[src/rtl/serial_sub_pkg.sv]
// serial_sub_pkg: shared FSM state encodings and default operand width
package serial_sub_pkg;
  localparam int WIDTH_DEF = 8;
  typedef enum logic [1:0] {
    IDLE = 2'd0,
    RUN  = 2'd1,
    DONE = 2'd2
  } state_e;
endpackage

[src/rtl/serial_subtractor_if.sv]
// serial_subtractor_if: request/result bundle between a requester and the serial subtractor
interface serial_subtractor_if #(parameter int WIDTH = serial_sub_pkg::WIDTH_DEF);
  logic             start;
  logic [WIDTH-1:0] a;
  logic [WIDTH-1:0] b;
  logic             bin;
  logic             busy;
  logic             done;
  logic [WIDTH-1:0] diff;
  logic             bout;
  logic             zero;
  logic             ovf;
  modport master (output start, a, b, bin, input busy, done, diff, bout, zero, ovf);
  modport slave  (input start, a, b, bin, output busy, done, diff, bout, zero, ovf);
endinterface

[src/rtl/full_subtractor_bit.sv]
// full_subtractor_bit: one-bit combinational subtractor cell x - y - bi
module full_subtractor_bit (
  input  logic x,
  input  logic y,
  input  logic bi,
  output logic d,
  output logic bo
);
  assign d  = x ^ y ^ bi;
  assign bo = (~x & y) | (~(x ^ y) & bi);
endmodule

[src/rtl/serial_subtractor.sv]
// serial_subtractor: bit-serial a - b - bin, LSB first, one result bit per RUN cycle
module serial_subtractor
  import serial_sub_pkg::*;
#(
  parameter int WIDTH = WIDTH_DEF
) (
  input  logic clk,
  input  logic rst,
  serial_subtractor_if.slave io
);
  localparam int CW = $clog2(WIDTH) + 1;
  state_e           state_q, state_d;
  logic [WIDTH-1:0] a_q, a_d, b_q, b_d, res_q, res_d, diff_q, diff_d;
  logic [CW-1:0]    cnt_q, cnt_d;
  logic             brw_q, brw_d, bout_q, bout_d, zero_q, zero_d, ovf_q, ovf_d;
  logic             bit_d, bit_bo;
  full_subtractor_bit u_cell (
    .x (a_q[0]),
    .y (b_q[0]),
    .bi(brw_q),
    .d (bit_d),
    .bo(bit_bo)
  );
  always_comb begin
    state_d = state_q;
    a_d     = a_q;
    b_d     = b_q;
    res_d   = res_q;
    brw_d   = brw_q;
    cnt_d   = cnt_q;
    diff_d  = diff_q;
    bout_d  = bout_q;
    zero_d  = zero_q;
    ovf_d   = ovf_q;
    if (state_q != RUN && io.start) begin
      state_d = RUN;
      a_d     = io.a;
      b_d     = io.b;
      brw_d   = io.bin;
      cnt_d   = '0;
    end else if (state_q == RUN) begin
      a_d   = a_q >> 1;
      b_d   = b_q >> 1;
      res_d = {bit_d, res_q[WIDTH-1:1]};
      brw_d = bit_bo;
      cnt_d = cnt_q + 1'b1;
      // on the last cycle the operand LSBs are the original MSBs, giving the overflow signs
      if (cnt_q == CW'(WIDTH - 1)) begin
        state_d = DONE;
        diff_d  = res_d;
        bout_d  = bit_bo;
        zero_d  = (res_d == '0);
        ovf_d   = (a_q[0] ^ b_q[0]) & (bit_d ^ a_q[0]);
      end
    end else begin
      state_d = IDLE;
    end
  end
  always_ff @(posedge clk) begin
    if (rst) begin
      state_q <= IDLE;
      a_q     <= '0;
      b_q     <= '0;
      res_q   <= '0;
      brw_q   <= 1'b0;
      cnt_q   <= '0;
      diff_q  <= '0;
      bout_q  <= 1'b0;
      zero_q  <= 1'b0;
      ovf_q   <= 1'b0;
    end else begin
      state_q <= state_d;
      a_q     <= a_d;
      b_q     <= b_d;
      res_q   <= res_d;
      brw_q   <= brw_d;
      cnt_q   <= cnt_d;
      diff_q  <= diff_d;
      bout_q  <= bout_d;
      zero_q  <= zero_d;
      ovf_q   <= ovf_d;
    end
  end
  assign io.busy = (state_q == RUN);
  assign io.done = (state_q == DONE);
  assign io.diff = diff_q;
  assign io.bout = bout_q;
  assign io.zero = zero_q;
  assign io.ovf  = ovf_q;
endmodule

[src/flat_wrapper.sv]
// flat-port wrapper written by rule: the top's interface ports become plain ports
module serial_subtractor_flat import serial_sub_pkg::*;
#(
  parameter int WIDTH = WIDTH_DEF
)
  (clk, rst, io_start, io_a, io_b, io_bin, io_busy, io_done, io_diff, io_bout, io_zero, io_ovf);
  serial_subtractor_if #(.WIDTH(WIDTH)) io_i ();
  input  logic clk;
  input  logic rst;
  input wire logic [$bits(io_i.start)-1:0] io_start;
  input wire logic [$bits(io_i.a)-1:0] io_a;
  input wire logic [$bits(io_i.b)-1:0] io_b;
  input wire logic [$bits(io_i.bin)-1:0] io_bin;
  output wire logic [$bits(io_i.busy)-1:0] io_busy;
  output wire logic [$bits(io_i.done)-1:0] io_done;
  output wire logic [$bits(io_i.diff)-1:0] io_diff;
  output wire logic [$bits(io_i.bout)-1:0] io_bout;
  output wire logic [$bits(io_i.zero)-1:0] io_zero;
  output wire logic [$bits(io_i.ovf)-1:0] io_ovf;
  assign io_i.start = io_start;
  assign io_i.a = io_a;
  assign io_i.b = io_b;
  assign io_i.bin = io_bin;
  assign io_busy = io_i.busy;
  assign io_done = io_i.done;
  assign io_diff = io_i.diff;
  assign io_bout = io_i.bout;
  assign io_zero = io_i.zero;
  assign io_ovf = io_i.ovf;
  serial_subtractor #(.WIDTH(WIDTH)) u_core (.clk(clk), .rst(rst), .io(io_i));
endmodule
[config.mk]
export PLATFORM = sky130hd
export DESIGN_NAME = serial_subtractor_flat
export DESIGN_NICKNAME = d
export VERILOG_FILES = /design/src/rtl/serial_sub_pkg.sv /design/src/rtl/serial_subtractor_if.sv /design/src/rtl/full_subtractor_bit.sv /design/src/rtl/serial_subtractor.sv /design/src/flat_wrapper.sv
export SDC_FILE = /design/constraint.sdc
export NUM_CORES = 1
export LEC_CHECK = 0
export BUFFER_PORTS_ARGS = -buffer_cell sky130_fd_sc_hd__clkbuf_2
export CORE_MARGIN = 8
export CORE_UTILIZATION = 41
export DETAILED_ROUTE_END_ITERATION = 10
export GPL_TIMING_DRIVEN = 0
export SLEW_MARGIN = 15
export SYNTH_ARGS = -nofsm -noshare
export SYNTH_HDL_FRONTEND = slang
export SYNTH_SLANG_ARGS = --single-unit
[constraint.sdc]
create_clock -name clk -period 2.3 [get_ports clk]
set_input_delay 0.345 -clock clk [delete_from_list [all_inputs] [get_ports clk]]
set_output_delay 0.345 -clock clk [all_outputs]
set_load 0.02 [all_outputs]
After elaboration in Yosys (flattened, before gate mapping):

Index checks and enable logic that the tools add are counted.

* add/sub/neg operators: 1
* equality and inequality tests: 5
* mux-type cells: 9
* bitwise gates (word level): 11
* reductions and logical operators: 7

Operator list (count)
* two-way mux 8 bit: 4
* logical NOT 8 bit: 1
* two-way mux 1 bit: 5
* adder 4 x 1 -> 4 bit, second input constant: 1
* equality test 4 x 3 -> 1 bit, second input constant: 1
* inverter 1 bit: 4
* AND 1 bit: 3
* inequality test 3 x 1 -> 1 bit, second input constant: 1
* AND reduction 3 bit: 1
* OR reduction 3 bit: 1
* bitwise XOR 1 bit: 3
* equality test 2 x 1 -> 1 bit, second input constant: 1
* equality test 2 bit, second input constant: 1
* inequality test 2 x 1 -> 1 bit, second input constant: 1
* AND reduction 2 bit: 1
* nonzero test 2 bit: 1
* OR reduction 2 bit: 1
* logical AND 1 bit: 1
* OR 1 bit: 1

* bits in registers: 42
* input port bits: 20

Depth between registers and ports, before layout:

Gate-level depths: netlist of run 1.

* word-level depth: 6
* mapped depth: 5

Modules after synthesis:

Synthesis of run 1 repeated with hierarchy kept, for this count alone.

* cell total of the unflattened synthesis: 167
* area total of the unflattened synthesis: 1661.6 um^2

By module, submodules not included
* serial_subtractor: times used 1, cells each 163, area each 1630.3 um^2, sequential area each 820.8 um^2
* full_subtractor_bit: times used 1, cells each 4, area each 31.3 um^2, sequential area each 0.0 um^2

Worst setup path after synthesis of run 1:

OpenSTA, ideal clock, no wires.

* path type: reg2reg
* start: reg u_core.a_q[0]
* end: reg u_core.ovf_q (netlist: u_core.io.ovf)
* setup time: 0.117 ns
* arrival: 1.339 ns
* data required time: 2.183 ns
* setup slack: 0.844 ns
* cell stages (with the launch flop): 6
* cells stage by stage: dfxtp_1 inv_1 fa_1 xor2_1 nor2_1 a22o_1

* cells in the longest elaborated chain, start to end: 4

Ends and longest elaborated chain
* start, declared: RTL line serial_subtractor.sv:13 `logic [WIDTH-1:0] a_q, a_d, b_q, b_d, res_q, res_d, diff_q, diff_d;`
* start signal, assigned: RTL line serial_subtractor.sv:62 `a_q <= '0;`
* start signal, assigned: RTL line serial_subtractor.sv:73 `a_q <= a_d;`
* bitwise XOR 1 bit: RTL line full_subtractor_bit.sv:9, serial_subtractor.sv:53
* bitwise XOR 1 bit: RTL line full_subtractor_bit.sv:9 `assign d = x ^ y ^ bi;`
* bitwise XOR 1 bit: RTL line serial_subtractor.sv:53 `ovf_d = (a_q[0] ^ b_q[0]) & (bit_d ^ a_q[0]);`
* AND 1 bit (*): RTL line serial_subtractor.sv:53
* end signal, assigned: RTL line serial_subtractor.sv:81 `ovf_q <= ovf_d;`
* end, declared: RTL line serial_subtractor.sv:15 `logic brw_q, brw_d, bout_q, bout_d, zero_q, zero_d, ovf_q, ovf_d;`

Mark *: on every way between the ends. The rest lies on a longest branch, timed or not.
A chain may end at the register's enable or synchronous reset.

Worst setup path after layout of run 1:

* start: reg u_core.state_q[1]
* end: out io_busy

* cells in the longest elaborated chain, start to end: 1

Ends and longest elaborated chain
* start, declared: RTL line serial_subtractor.sv:12 `state_e state_q, state_d;`
* start signal, assigned: RTL line serial_subtractor.sv:72 `state_q <= state_d;`
* equality test 2 x 1 -> 1 bit: RTL line serial_subtractor.sv:84 `assign io.busy = (state_q == RUN);`
* end, declared: RTL line flat_wrapper.sv:14 `output wire logic [$bits(io_i.busy)-1:0] io_busy;`

No other way between the ends.

==> results of run 1 <==
[per-layer routing]
metal,share of wire (%),vias up,GRT usage [%],wire length [um]
met2,48,31,20.0,1730
met3,5.6,7,3.83,203
met1,46,598,14.0,1650
met4,1.2,0,4.36,44
li1,-,665,-,-
met5,0,-,0,0
[registers in the layout, summed over array words and instances, names as in the netlist]
signal and count:
u_core.b_q 8, u_core.cnt_q 4, u_core.io.zero 1, u_core.a_q 8
u_core.res_q 7, u_core.io.diff 8, u_core.io.bout 1, u_core.state_q 2
u_core.brw_q 1, u_core.io.ovf 1
[area by class of cell]
type | instances | area [um2] | area share (%)
Buffer | 12 | 75.1 | 3.78
Clock buffer | 7 | 86.3 | 4.35
Inverter | 4 | 17.5 | 0.882
Multi-Input combinational cell | 107 | 763 | 38.4
Sequential cell | 41 | 821 | 41.3
Tap cell | 50 | 62.6 | 3.15
Timing Repair Buffer | 32 | 160 | 8.07
[synth_stat cells, drive strengths merged]
cell    number
nor2b        1
fa           1
mux2i       17
inv          4
nor4         2
mux2         1
nand3        2
nand3b       2
a21oi        9
nand2b       2
a32o         1
a31oi        1
or3          2
nor3         2
nand2       13
nor2        17
xor2         1
and3         1
nor3b        1
a211oi      17
a41oi        1
buf         12
a22o        10
o21a         1
ha           2
dfxtp       41
[worst min-delay path: stages]
cell	delay (ns)
clkbuf_2	0.08
mux2i_1	0.06
nor3_1	0.11
[cell families (layout without fill, tap and decap cells)]
| logic type | Yosys count | count (layout) | synth area share, % |
|---|---|---|---|
| and+or+nand+nor | 45 | 45 | 13.3 |
| DFF | 41 | 41 | 49.0 |
| AOI/OAI and AO/OA | 40 | 40 | 18.2 |
| muxes | 18 | 18 | 10.8 |
| buffers and inverters | 16 | 55 | 5.52 |
| adders and majority gates | 3 | 3 | 2.69 |
| xor gates and xnor gates | 1 | 1 | 0.522 |
[per-stage QoR]
step / utilization [%] / instance area, um2 / total power (W) / worst slack (ns)
3_3_place_gp: 47.8 / 1900 / 0.000932 / 0.775
6_report: 50.0 / 1990 / 0.00138 / 0.636
3_5_place_dp: 47.8 / 1900 / 0.000938 / 0.735
2_1_floorplan: - / 1680 / 0.000888 / 0.844
5_1_grt: 50.0 / 1990 / 0.00145 / 0.576
4_1_cts: 50.0 / 1990 / 0.00140 / 0.628
[worst paths after layout]
path                                       start                             end  cells past startpoint
setup / recovery  u_core.state_q[1]$_SDFFE_PP0N_                         io_busy                      4
hold / removal                           io_a[7]      u_core.a_q[7]$_SDFFE_PP0P_                      3
setup reg to reg      u_core.a_q[0]$_SDFFE_PP0P_     u_core.io.zero$_SDFFE_PP0P_                      5
hold reg to reg   u_core.io.diff[3]$_SDFFE_PP0P_  u_core.io.diff[3]$_SDFFE_PP0P_                      1
[where the power goes]
part / total [W] / internal (W) / switching, W
clock network: 0.000460 / 0.000238 / 0.000223
logic: 0.000159 / 0.0000705 / 0.0000885
registers: 0.000761 / 0.000741 / 0.0000206
==> results.yml, run 1 <==
worst_setup_path:
  criticalPathCategory: "reg2out"
  cp_num_buf_inv: 3
  rrSetupSlack_ns: 0.73
  slowest_stage: "dfxtp_1"
  cp-end-kind: "primary output"
  cp.required_ns: 1.96
  cp_top_family: "buffers and inverters"
  startpoint_type: "flop"
  cp_cell_sequence: "nand2b_4 -> inv_4 -> buf_2 -> clkbuf_2"
  critPathArrivalTime_ns: 1.32
  max_stage_delay_ns: 0.31
  path_max_fanout: 10
floorplanning:
  initial_utilization_pct: 42.2
  num_io_pins: 33
  die_w_um: 79.9
  die_area_mm2: 0.00639
  rows: 23
  core_area_mm2: 0.00397
  die_h_um: 79.9
layout:
  areaGrowthSynthToFinish_pct: 18.4
  fin_cells: 253
  layout.cells.most_common: "dfxtp_1"
  layout_common_cells: "dfxtp_1, clkbuf_2, nor2_1, mux2i_1, a211oi_1"
  layout-drive-gt1-share_pct: 27.1
  nFillCells: 396
  fin_nets: 226
  insertedDiodeCount: 0
power_and_ir_drop:
  ir_worst_vdd_mv: 0.438
  powerDensity_mw_per_mm2: 695
  p_leak_nw: 0.854
logic_synthesis:
  synthesis.area_mm2: 0.00168
  synthTopCellsByArea: "dfxtp_1, mux2i_1, a211oi_1, a22o_1, nor2_1"
  yosysUniqueCellTypes: 32
  yosysSeqAreaShare_pct: 49.0
  synth_top_area_cell: "dfxtp_1"
  postSynthCellCount: 164
  synth-seq-cells: 41
  synth.top_cell.area_share_pct: 49.0
  syn_nets: 187
  syn_avg_cell_area_um2: 10.2
  ys_warn_count: 0
clock_network:
  cts_buffers: 5
  ctsHoldBuffers: 0
  cts_setup_buffers: 0
  clock-sinks: 41
  clockBufferDepth: 2
  worstSkewPairLatency_ns: 0.28
  cts_root_buf: "clkbuf_8"
  h-tree-depth: 2
  cts_tree: "built"
  path_clk_slew_ns: 0.07
  cts-resized-gates: 0
global_routing:
  grt-ovfl-total: 0
  first_global_vias: 1316
  antenna_found_initial: 0
  grt_pass1_wl_um: 6120
  track_usage_pct: 12.0
  grt_start_max_net_pins: 12
drt:
  routedWlPerCell_um: 14.3
  routed_wl_um: 3630
  via_per_inst: 5.14
  antenna_left: 0
  vias: 1301
  remaining_drc_errors: 0
  drt_iter0_markers: 125
  drtPass1Iterations: 4
placed_design:
  routabilityCongestion: 0.770
  io_buffers: 32
  hpwl_um: 2730
  dp_cells: 246
status:
  status: "complete, no violations"
sta:
  hold_violations: 0
  finalCritPeriodShare_pct: 72.3
  fmax_mhz: 601
  worst_pin_slew_ns: 0.456
  slew_viol_final: 0
  relSlewSlack_pct: 69.6
  rsz0062_at_grt: "no"
  final-setup-viol-count: 0
  setup_tns_ns: 0
  finalCriticalPeriod_ns: 1.66
  clock_skew_ns: 0.00472
  hold_ws_ns: 0.361
min_path:
  worstHoldPathType: "in2reg"
flow_run:
  cap_violations: 0
(Power assumes the default switching activity.)
==> run 2: changes to the inputs <==
- ABC_AREA: not set -> 1
- clock period: 2.3 -> 1.72 ns (I/O delays scaled with it)
==> run 2 against run 1 <==
Compared with the run above: first-iteration DRC count decreased by 29%; sequential share of layout area shrank 3.7 points; cell count up 35%; synthesized cell count grew 52%; worst setup slack worse by 0.45 ns.
==> results.yml, run 2 <==
logic_synthesis:
  postSynthCellCount: 250
  synth-seq-cells: 41
  synthFlopType: "dfxtp_1"
  syn_avg_cell_area_um2: 7.33
  yosysSeqAreaShare_pct: 44.8
  synthTopCellsByArea: "dfxtp_1, nand3_1, nand2_1, inv_1, nor2_1"
  synth-edff-count: 0
  synthesis.area_mm2: 0.00183
  yosysUniqueCellTypes: 22
  synth_top_area_cell: "dfxtp_1"
  async_flop_share_pct: 0
  syn_nets: 273
  ys_warn_count: 0
  synth_most_common_cell: "nand2_1"
  synth.top_cell.area_share_pct: 44.8
  synth_common_cells: "nand2_1, nand3_1, dfxtp_1"
placed_design:
  place_area_mm2: 0.00205
  hpwl_um: 2930
  place_ws_ns: 0.186
  io_buffers: 31
  routabilityCongestion: 0.804
flow_run:
  cap_violations: 0
layout:
  areaGrowthSynthToFinish_pct: 19.0
  multiInputGateArea_um2: 820
  fin_util_pct: 50.4
  ff_latch_area_um2: 821
  nFillCells: 477
  fin_nets: 312
  layout.cells.most_common: "nand2_1"
  layout_common_cells: "nand2_1, nand3_1, dfxtp_1"
  layout-drive-gt1-share_pct: 21.4
  final_area_mm2: 0.00218
  insertedDiodeCount: 0
floorplanning:
  initial_utilization_pct: 42.4
  die_w_um: 82.8
  die_h_um: 82.8
  core_area_mm2: 0.00432
  num_io_pins: 33
  die_area_mm2: 0.00686
  rows: 24
worst_setup_path:
  path_max_fanout: 4
  cp-end-kind: "flop"
  critPathArrivalTime_ns: 1.73
  startpoint_type: "flop"
  cp.required_ns: 1.91
  criticalPathCategory: "reg2reg"
sta:
  relSlewSlack_pct: 70.8
  rsz0062_at_grt: "no"
  hold_violations: 0
  worst_pin_slew_ns: 0.438
  setup_tns_ns: 0
  slew_viol_final: 0
  final-setup-viol-count: 0
  finalCriticalPeriod_ns: 1.53
  clock_skew_ns: 0.0114
  finalCritPeriodShare_pct: 89.2
  fmax_mhz: 652
  hold_ws_ns: 0.211
  fin_ws_ns: 0.186
global_routing:
  grt_start_max_net_pins: 14
  grt_pass1_wl_um: 7200
  antenna_found_initial: 0
  grt-ovfl-total: 0
  track_usage_pct: 12.1
  first_global_vias: 1590
clock_network:
  cts-resized-gates: 0
  cts_buffers: 5
  cts_tree: "built"
  cts_root_buf: "clkbuf_8"
  clockBufferDepth: 2
  path_clk_slew_ns: 0.09
  clock-sinks: 41
  worstSkewPairLatency_ns: 0.29
  h-tree-depth: 2
status:
  status: "complete, no violations"
power_and_ir_drop:
  powerDensity_mw_per_mm2: 951
  p_leak_nw: 1.11
  ir_worst_vdd_mv: 0.530
drt:
  remaining_drc_errors: 0
  routed_wl_um: 4110
  routedWlPerCell_um: 12.0
  antenna_left: 0
  drtPass1Iterations: 4
  drt_iter0_markers: 89
  via_per_inst: 4.73
  vias: 1619
min_path:
  worstHoldPathType: "in2reg"
==> run 2: final cells by class <==
cell class              count  share of cell area [%]
inverters                  27                    4.65
clock buffers               6                    3.79
clock inverters             2                    1.72
multi-input cells         169                    37.6
plain buffers              13                    4.13
flip-flops and latches     41                    37.7
repair buffers             32                    7.46
well taps                  52                    2.99
==> run 2: cells by family after synthesis <==
kind of cell | count (synthesis) | synth area share (%)
simple gates | 148 | 36.3
fa+ha+maj | 3 | 2.46
xor+xnor | 2 | 0.956
compound gates | 16 | 4.99
flops | 41 | 44.8
buf+inv | 40 | 10.5
==> run 2: path summary, 6_finish.rpt <==
check                                      start                              to  slack, ns  depth (start not counted)
hold reg to reg   u_core.io.diff[5]$_SDFFE_PP0P_  u_core.io.diff[5]$_SDFFE_PP0P_       0.45                          2
hold / removal                           io_b[7]      u_core.b_q[7]$_SDFFE_PP0P_       0.21                          3
setup reg to reg      u_core.a_q[0]$_SDFFE_PP0P_      u_core.io.ovf$_SDFFE_PP0P_       0.19                          6
setup / recovery      u_core.a_q[0]$_SDFFE_PP0P_      u_core.io.ovf$_SDFFE_PP0P_       0.19                          6
==> run 2: timing repair <==
| action | CTS | global route |
|---|---|---|
| hold buffers | 0 | 0 |
| setup buffers | 0 | 1 |
| setup endpoints to repair | 0 | 1 |
==> run 2: through the flow <==
| step | std cells | total power [W] |
|---|---|---|
| final | 342 | 0.00207 |
| after global routing | 342 | 0.00216 |
| after CTS | 341 | 0.00209 |
| after detailed placement | 333 | 0.00128 |
| after global placement | 333 | 0.00127 |
| after floorplan | 250 | 0.00121 |
==> run 2: critical path, stage by stage, from the launching register on <==
cell and delay [ns]:
dfxtp_1 0.37, inv_1 0.09, fa_1 0.64, xor2_1 0.16, nor2_1 0.05, nand2_1 0.09
nand2_1 0.05
==> run 2: report_power, final <==
part           switching, W  internal (W)
Combinational      0.000141     0.0000965
Sequential        0.0000284      0.000989
Clock              0.000345      0.000472
Total              0.000514       0.00156
==> run 2: metal layers <==
metal	global-route usage, %	vias up	part of all wire (%)
met1	15.3	712	49
met2	19.4	34	45
li1	-	869	-
met4	2.88	0	0.83
met5	0	-	0
met3	3.61	4	5.3
